### src/rtl/cp0_irq_ctl_pkg.sv
// Shared CP0 definitions: register numbers, SR/Cause field positions and FSM encodings.
// Used by cp0_irq_fsm and cp0_irq_ctl (optional macro CP0_EXC_EN lives in the top).
package cp0_defs;

    localparam logic [4:0] ADDR_SR    = 5'd12;
    localparam logic [4:0] ADDR_CAUSE = 5'd13;
    localparam logic [4:0] ADDR_EPC   = 5'd14;
    localparam logic [4:0] ADDR_PRID  = 5'd15;

    localparam int SR_IE        = 0;
    localparam int SR_EXL       = 1;
    localparam int SR_IM_LO     = 10;
    localparam int SR_IM_HI     = 15;
    localparam int CAUSE_IP_LO  = 10;
    localparam int CAUSE_IP_HI  = 15;
    localparam int CAUSE_EXC_LO = 2;
    localparam int CAUSE_EXC_HI = 6;

    typedef enum logic [1:0] {
        ST_IDLE   = 2'h0,
        ST_REQ    = 2'h1,
        ST_IN_ISR = 2'h2
    } cp0_state_e;

endpackage

### src/rtl/cp0_irq_fsm.sv
// Interrupt request FSM: pending detection, IDLE/REQ/IN_ISR sequencing and IRQ generation.
// force_i lets the top raise IRQ immediately for synchronous exceptions.
module cp0_irq_fsm
    import cp0_defs::*;
(
    input  logic       clk,
    input  logic       rst,
    input  logic [5:0] ip_i,
    input  logic [5:0] im_i,
    input  logic       ie_i,
    input  logic       exl_i,
    input  logic       isr_entering_i,
    input  logic       isr_leaving_i,
    input  logic       force_i,
    output logic       irq_o
);

    cp0_state_e state_q, state_d;
    logic       pending;

    assign pending = (|(ip_i & im_i)) & ie_i & ~exl_i;

    always_ff @(posedge clk) begin
        if (rst) state_q <= ST_IDLE;
        else     state_q <= state_d;
    end

    // NOTE: state_d gets its default before the case so no path leaves it unassigned (no latch).
    always_comb begin
        state_d = state_q;
        if (isr_entering_i) begin
            state_d = ST_IN_ISR;
        end else if (isr_leaving_i) begin
            state_d = ST_IDLE;
        end else begin
            case (state_q)
                ST_IDLE:   if (pending)  state_d = ST_REQ;
                ST_REQ:    if (!pending) state_d = ST_IDLE;
                ST_IN_ISR: state_d = ST_IN_ISR;
                default:   state_d = ST_IDLE;
            endcase
        end
    end

    assign irq_o = (state_q == ST_REQ) | force_i;

endmodule

### src/rtl/cp0_irq_ctl.sv
// CP0 interrupt controller: SR/Cause/EPC/PRId registers, mfc0/mtc0 port and IRQ handshake.
// Optional macro CP0_EXC_EN adds exc_req/exc_code and the Cause.ExcCode field.
module cp0_irq_ctl
    import cp0_defs::*;
#(
    parameter logic [31:0] PRID       = 32'h4D49_5053,
    parameter logic [31:0] ISR_VECTOR = 32'h0000_4180
) (
    input  logic        clk,
    input  logic        rst,
    input  logic [5:0]  HWInt,
    output logic        IRQ,
    input  logic        ISR_entering,
    input  logic        ISR_leaving,
    input  logic [31:0] victim_pc,
    input  logic [4:0]  cp0_addr,
    input  logic        cp0_we,
    input  logic [31:0] cp0_wdata,
    output logic [31:0] cp0_rdata,
    output logic [31:0] EPC,
`ifdef CP0_EXC_EN
    input  logic        exc_req,
    input  logic [4:0]  exc_code,
`endif
    output logic [31:0] isr_vector
);

    logic [5:0]  im_q, im_d;
    logic        exl_q, exl_d;
    logic        ie_q, ie_d;
    logic [5:0]  ip_q;
    logic [31:0] epc_q, epc_d;
    logic [4:0]  exc_rd;
    logic        irq_force;
    logic        wr_sr, wr_epc;

    assign wr_sr  = cp0_we && (cp0_addr == ADDR_SR);
    assign wr_epc = cp0_we && (cp0_addr == ADDR_EPC);

`ifdef CP0_EXC_EN
    logic [4:0] exc_code_q;

    assign irq_force = exc_req & ~exl_q;
    assign exc_rd    = exc_code_q;

    // Entry taken while an exception is forcing IRQ records its code; a hardware entry records 0.
    always_ff @(posedge clk) begin
        if (rst)               exc_code_q <= '0;
        else if (ISR_entering) exc_code_q <= irq_force ? exc_code : 5'd0;
    end
`else
    assign irq_force = 1'b0;
    assign exc_rd    = 5'd0;
`endif

    always_comb begin
        im_d  = im_q;
        exl_d = exl_q;
        ie_d  = ie_q;
        epc_d = epc_q;
        if (wr_sr) begin
            im_d  = cp0_wdata[SR_IM_HI:SR_IM_LO];
            exl_d = cp0_wdata[SR_EXL];
            ie_d  = cp0_wdata[SR_IE];
        end
        if (wr_epc) epc_d = cp0_wdata & 32'hFFFF_FFFC;
        // ISR entry outranks both eret and any mtc0 in the same cycle.
        if (ISR_entering) begin
            exl_d = 1'b1;
            epc_d = victim_pc & 32'hFFFF_FFFC;
        end else if (ISR_leaving) begin
            exl_d = 1'b0;
        end
    end

    // NOTE: every state register here is reset; the register file is flops, not a RAM.
    always_ff @(posedge clk) begin
        if (rst) begin
            im_q  <= '0;
            exl_q <= 1'b0;
            ie_q  <= 1'b0;
            ip_q  <= '0;
            epc_q <= '0;
        end else begin
            im_q  <= im_d;
            exl_q <= exl_d;
            ie_q  <= ie_d;
            ip_q  <= HWInt;
            epc_q <= epc_d;
        end
    end

    cp0_irq_fsm u_fsm (
        .clk            (clk),
        .rst            (rst),
        .ip_i           (ip_q),
        .im_i           (im_q),
        .ie_i           (ie_q),
        .exl_i          (exl_q),
        .isr_entering_i (ISR_entering),
        .isr_leaving_i  (ISR_leaving),
        .force_i        (irq_force),
        .irq_o          (IRQ)
    );

    always_comb begin
        cp0_rdata = 32'h0;
        case (cp0_addr)
            ADDR_SR:    cp0_rdata = {16'h0, im_q, 8'h0, exl_q, ie_q};
            ADDR_CAUSE: cp0_rdata = {16'h0, ip_q, 3'b0, exc_rd, 2'b0};
            ADDR_EPC:   cp0_rdata = epc_q;
            ADDR_PRID:  cp0_rdata = PRID;
            default:    cp0_rdata = 32'h0;
        endcase
    end

    assign EPC        = epc_q;
    assign isr_vector = ISR_VECTOR;

endmodule

### config.mk
export PLATFORM = sky130hd
export DESIGN_NAME = cp0_irq_ctl
export DESIGN_NICKNAME = d
export VERILOG_FILES = /design/src/rtl/cp0_irq_ctl_pkg.sv /design/src/rtl/cp0_irq_fsm.sv /design/src/rtl/cp0_irq_ctl.sv
export SDC_FILE = /design/constraint.sdc
export NUM_CORES = 1
export LEC_CHECK = 0
export BUFFER_PORTS_ARGS = -buffer_cell sky130_fd_sc_hd__buf_2
export CAP_MARGIN = 20
export CORE_ASPECT_RATIO = 0.9
export CORE_UTILIZATION = 25
export DETAILED_ROUTE_END_ITERATION = 16
export PLACE_DENSITY = 0.5
export SYNTH_ARGS = -nofsm -noshare
export SYNTH_HDL_FRONTEND = slang
export SYNTH_HIERARCHICAL = 1
export SYNTH_SLANG_ARGS = --single-unit
### constraint.sdc
create_clock -name clk -period 2.5 [get_ports clk]
set_clock_uncertainty 0.1 [all_clocks]
set_input_delay 0.75 -clock clk [delete_from_list [all_inputs] [get_ports clk]]
set_output_delay 0.75 -clock clk [all_outputs]
set_load 0.01 [all_outputs]
==> results of run 1 <==
[cells in the mapped netlist (all sizes together)]
| library cell | n | area (um^2) |
|---|---|---|
| clkbuf | 18 | 67.56 |
| inv | 1 | 3.750 |
| nand4b | 1 | 8.760 |
| nor4 | 61 | 381.6 |
| nor2b | 38 | 237.7 |
| and2 | 15 | 93.84 |
| o21ai | 8 | 40.04 |
| dfxtp | 46 | 920.9 |
| and4 | 1 | 8.760 |
| and4b | 1 | 10.01 |
| nand3b | 1 | 11.26 |
| a22oi | 3 | 27.52 |
| a21oi | 13 | 65.06 |
| o22ai | 2 | 12.51 |
| nor3b | 3 | 22.52 |
| nor2 | 7 | 33.78 |
| nand3 | 10 | 50.05 |
| buf | 50 | 351.6 |
| conb | 2 | 7.510 |
| mux2i | 4 | 40.04 |
| or2 | 5 | 31.28 |
| a21o | 10 | 75.07 |
| nand2 | 7 | 26.28 |
| a211oi | 30 | 225.2 |
| mux2 | 2 | 22.52 |
| nand2b | 3 | 18.77 |
[critical path: stages]
cell       delay (ps)
buf_6              90
nand3b_4          190
nor2_4            190
clkbuf_16         180
a21o_1             80
buf_2             120
[path summary, 6_finish.rpt]
path	start	end	slack, ps	depth (start not counted)
hold reg to reg	im_q[4]	im_q[4]	390	2
hold / removal	im_q[4]	im_q[4]	390	2
setup / recovery	cp0_addr[4]	cp0_rdata[19]	40	6
setup reg to reg	ip_q[4]	u_fsm/state_q[0]	1430	3
[through the flow]
step	cells	worst slack [ps]	instance area [um^2]	TNS, ps
after floorplan	375	9.993	2923	0
after global placement	617	-93.60	3595	-1994
after detailed placement	617	-111.0	3595	-2330
after CTS	624	7.534	3741	0
after global routing	625	1.090	3816	0
final	625	43.23	3816	0
[timing repair]
action | 4_1_cts | 5_1_grt
cloned | 0 | 1
gates resized for setup | 2 | 12
buffers inserted | 0 | 0
pin swaps | 0 | 2
setup endpoints to repair | 27 | 31
[routing by layer]
| layer | GRT usage (%) | routed length, um |
|---|---|---|
| met3 | 3.559 | 525 |
| met1 | 20.16 | 4321 |
| met2 | 24.78 | 4003 |
| met5 | 0 | 0 |
| met4 | 2.733 | 40 |
[logic make-up after synthesis]
family / count (synthesis)
AOI/OAI and AO/OA: 66
DFF: 46
other: 2
muxes: 6
and+or+nand+nor: 153
buffers and inverters: 69
[area by class of cell]
| type | instances | area (um^2) | share of cell area, % |
|---|---|---|---|
| multi-input combinational | 260 | 1614 | 42.30 |
| timing repair buffer | 159 | 952.2 | 24.95 |
| sequential | 46 | 920.9 | 24.13 |
| tap | 152 | 190.2 | 4.984 |
| clock buffer | 5 | 125.1 | 3.279 |
| clock inverter | 2 | 10.01 | 0.2623 |
| inverter | 1 | 3.754 | 0.09836 |
[power groups by stage]
stage               clock network (uW)  logic [uW]  registers (uW)
global placement                     0         348             824
global route                       704         398             814
CTS                                667         352             809
floorplan                            0         216             834
detailed placement                   0         349             825
finish                             643         359             809
[flip-flops by register name, indices dropped and copies added (netlist names)]
register and count:
ip_q 6, EPC 30, exl_q 1, im_q 6, ie_q 1, u_fsm/state_q 2
==> reports/summary.txt, run 1 <==
Status: finished clean
Combinational share of power: 19.8%
DR pass1 iterations: 4
Overall power: 1810 uW
Clk Latency, worst-skew pair: 290 ps
Area Growth Syn to Fin: 36.59%
Via density: 4.635
XOR/XNOR Fraction of Synth Area: 0%
Fmax: 0.4070 GHz
Crit-path max FO: 4
Final Net Count: 553
Count of pins over their slew limit: 0
Hold Violations, Final: 0
CTS Hold Bufs: 0
Global-route usage over all layers: 15.02%
Worst IR drop on VDD: 0.0002055 V
Tcrit/Tclk final: 98.27%
WP data required: 1650 ps
P_sw: 512.2 uW
Sw Share: 28.30%
Internal power: 1298 uW
Die W: 113.4 um
YS warnings: 6
Vias in the first global route: 2658
RSZ-0062 raised after global routing: no
IO Count: 177
DP Wirelength: 6164 um
Gr ovfl total: 0
CP Capture Type: output port
Post-synthesis mux area share: 2.239%
Synthesized area per cell: 8.169 um^2
Area share of fa/ha/maj cells after synthesis: 0%
Worst Tran Pin Value: 554.3 ps
CTS clk-pin slew, worst paths: 60 ps
Rel. slew slack: 63.04%
Sequential power share: 44.7%
Worst hold slack: 394.1 ps
Root buf cell: clkbuf_16
# H-tree levels: 2
Post-synthesis simple-gate area fraction: 33.45%
Num CTS Buffers: 5
Worst EP arrival: 1610 ps
Die ar.: 0.01160 mm^2
Synth Instances: 342
Largest net degree at the start of global routing: 94
Main combinational cell family by area after synthesis: simple AND/OR/NAND/NOR gates
Hold Crit Class: flip-flop to flip-flop
Initial antenna violation count: 0
Remaining antenna violation count after routing: 0
Unique masters post-synth: 31
CTS tree: done
Drt total wl: 8890 um
Most frequent cells in the layout: buf_2 (136), nor4_1 (61), dfxtp_1 (46)
Vert. Die Dim: 102.3 um
Inserted Diodes: 0
Post-Synthesis Cell Area: 0.002794 mm^2
Min cycle time layout: 2457 ps
I/O Buffers: 140
Fraction of layout cells with a size suffix above 1: 38.90%
DR WL/cell: 14.22 um
Clock share of power: 35.5%
Core Area: 0.01086 mm^2
DRC viols: 0
1st-iter DRT viols: 133
GPL Wtd Cong: 0.7303
Max Cap Viol: 0
Fill cells: 1164
Pwr/cell area: 474.3 mW/mm^2
Worst Setup Start Kind: input pin
Synth Area in Compound Gates: 15.94%
Final setup fails: 0
Register area share after synthesis: 32.96%
Leakage: 0.001772 uW
Crit Path Class: input pin to output port
Initial Utilization: 25.74%
Final core utilization: 35.15%
Global-route wire length before repair: 13680 um
FP Rows: 36
Clk sinks: 46
Most common cell after layout, fill and taps aside: buf_2
Clock Path Buffers: 2
Synth Register Bits: 46
Vias: 2897
Power figures use the tool's default switching activity.
==> run 2, diff against run 1 <==
--- a/config.mk
+++ b/config.mk
@@ -5,7 +5,7 @@
 export SDC_FILE = /design/constraint.sdc
 export NUM_CORES = 1
 export LEC_CHECK = 0
-export BUFFER_PORTS_ARGS = -buffer_cell sky130_fd_sc_hd__buf_2
+export BUFFER_PORTS_ARGS = -buffer_cell sky130_fd_sc_hd__buf_4
 export CAP_MARGIN = 20
 export CORE_ASPECT_RATIO = 0.9
 export CORE_UTILIZATION = 25
==> reports/summary.txt, run 2 (same netlist as run 1, synthesis figures left out) <==
Worst EP arrival: 1600 ps (about the same)
Rel. slew slack: 62.38% (-0.66 points)
Worst Tran Pin Value: 564.2 ps (+9.885 ps)
Hold depth: 2 (unchanged)
Final core utilization: 38.24% (+3.1 points)
Die W: 113.4 um (unchanged)
CP Capture Type: output port
DP Worst Slack: -91.66 ps (+19.39 ps)
Pwr/cell area: 481.9 mW/mm^2 (+1.6%)
Core Area: 0.01086 mm^2 (unchanged)
Root buf cell: clkbuf_16
Post-Place Cells: 617 (unchanged)
DP Wirelength: 6377 um (+3.5%)
Final std cells w/o fill: 624 (-0.16%)
Initial Utilization: 25.74% (unchanged)
Post-CTS resize count: 1 (-1)
CTS clk-pin slew, worst paths: 60 ps (about the same)
Min cycle time layout: 2450 ps (-6.680 ps)
Overall power: 2001 uW (+11%)
Die ar.: 0.01160 mm^2 (unchanged)
I/O Buffers: 140 (unchanged)
Final worst slack: 49.91 ps (+6.680 ps)
Vias: 2904 (+0.24%)
Fmax: 0.4081 GHz (+0.27%)
Worst hold slack: 397.5 ps (+3.374 ps)
Leakage: 0.001841 uW (+3.9%)
DR pass1 iterations: 4 (unchanged)
DR WL/cell: 14.74 um (+3.6%)
Worst Setup EP: cp0_rdata[26]
Via density: 4.654 (+0.40%)
Largest register FFs: 30 (unchanged)
Most common cell after layout, fill and taps aside: buf_4
Post-CTS setup buffer count: 0 (unchanged)
Reg area: 920.9 um^2 (unchanged)
RSZ-0062 raised after global routing: no
Global-route usage over all layers: 15.35% (+0.34 points)
Hold Violations, Final: 0 (unchanged)
Count of pins over their slew limit: 0 (unchanged)
CTS tree: done
Hold Crit Class: flip-flop to flip-flop
Area Growth Syn to Fin: 48.59%
WP data required: 1650 ps (about the same)
Final Net Count: 552 (-0.18%)
Footprint of the multi-input gates: 0.001617 mm^2 (+0.15%)
Tcrit/Tclk final: 98.00% (-0.27 points)
Vias in the first global route: 2689 (+1.2%)
Remaining antenna violation count after routing: 0 (unchanged)
Clk sinks: 46 (unchanged)
Worst IR drop on VDD: 0.0002566 V (+25%)
Reg2Reg Capture Point: u_fsm/state_q[0]
Worst Reg-to-Reg Cells: 3 (unchanged)
CTS Hold Bufs: 0 (unchanged)
Crit-path max FO: 6 (+2)
Max Cap Viol: 0 (unchanged)
Clk Latency, worst-skew pair: 290 ps (about the same)
Clock Path Buffers: 2 (unchanged)
Vert. Die Dim: 102.3 um (unchanged)
Status: finished clean
Critical path origin: cp0_addr[0]
Final setup fails: 0 (unchanged)
Fill cells: 1125 (-3.4%)
Num CTS Buffers: 5 (unchanged)
Global-route wire length before repair: 14030 um (+2.6%)
Largest net degree at the start of global routing: 59 (-37%)
IO Count: 177 (unchanged)
Crit Path Class: input pin to output port
Fraction of layout cells with a size suffix above 1: 38.98% (+0.082 points)
Inserted Diodes: 0 (unchanged)
Worst Setup Start Kind: input pin
FP Rows: 36 (unchanged)
Initial antenna violation count: 0 (unchanged)
DRC viols: 0 (unchanged)
GPL Wtd Cong: 0.7239 (-0.88%)
1st-iter DRT viols: 119 (-11%)
Gr ovfl total: 0 (unchanged)
R2r setup slk: 1420 ps (about the same)
Worst r2r src: im_q[4]
Most frequent cells in the layout: buf_4 (150), nor4_1 (61), dfxtp_1 (46)
# H-tree levels: 2 (unchanged)
Drt total wl: 9195 um (+3.4%)
run 2: cell types whose count changed in the layout (fill, tap and decap cells not counted), sizes merged:
cell	previous run	this run
clkinv	2	0
bufinv	0	1
run 2: per-layer routing:
| metal | routed length [um] | global-route usage (%) |
|---|---|---|
| met1 | 4441 | 20.45 |
| met3 | 613 | 4.093 |
| met4 | 61 | 3.036 |
| met5 | 0 | 0 |
| met2 | 4079 | 25.06 |
run 2: area by class of cell:
| type | count | share of cell area, % |
|---|---|---|
| Tap cell | 152 | 4.581 |
| Timing Repair Buffer | 158 | 30.14 |
| Clock inverter | 1 | 0.7233 |
| Inverter | 1 | 0.09042 |
| Clock buffer | 6 | 3.345 |
| Sequential cell | 46 | 22.18 |
| Multi-Input combinational cell | 260 | 38.94 |
run 2: how the worst min path moves through the flow:
stage | endpoint | from
finish | ie_q | ie_q
global route | ie_q | ie_q
CTS | ie_q | ie_q
detailed placement | im_q[4] | im_q[4]
global placement | ie_q | ie_q
floorplan | ie_q | ie_q
run 2: worst max-delay path, stage by stage:
cell	delay (ps)
buf_4	140
buf_4	150
nand2_2	70
nor2_2	50
buf_4	150
a21o_1	150
buf_4	140
run 2: power breakdown:
| part | internal [uW] | switching [uW] | total, uW |
|---|---|---|---|
| registers | 776 | 34.0 | 810 |
| logic | 209 | 200 | 409 |
| clock network | 494 | 288 | 782 |
| total | 1480 | 521 | 2000 |
run 2: through the flow:
stage	cell area, um^2	setup TNS (ps)
global route	4151	0
finish	4151	0
detailed placement	3933	-1816
global placement	3933	-1784
CTS	4110	0
floorplan	2923	0
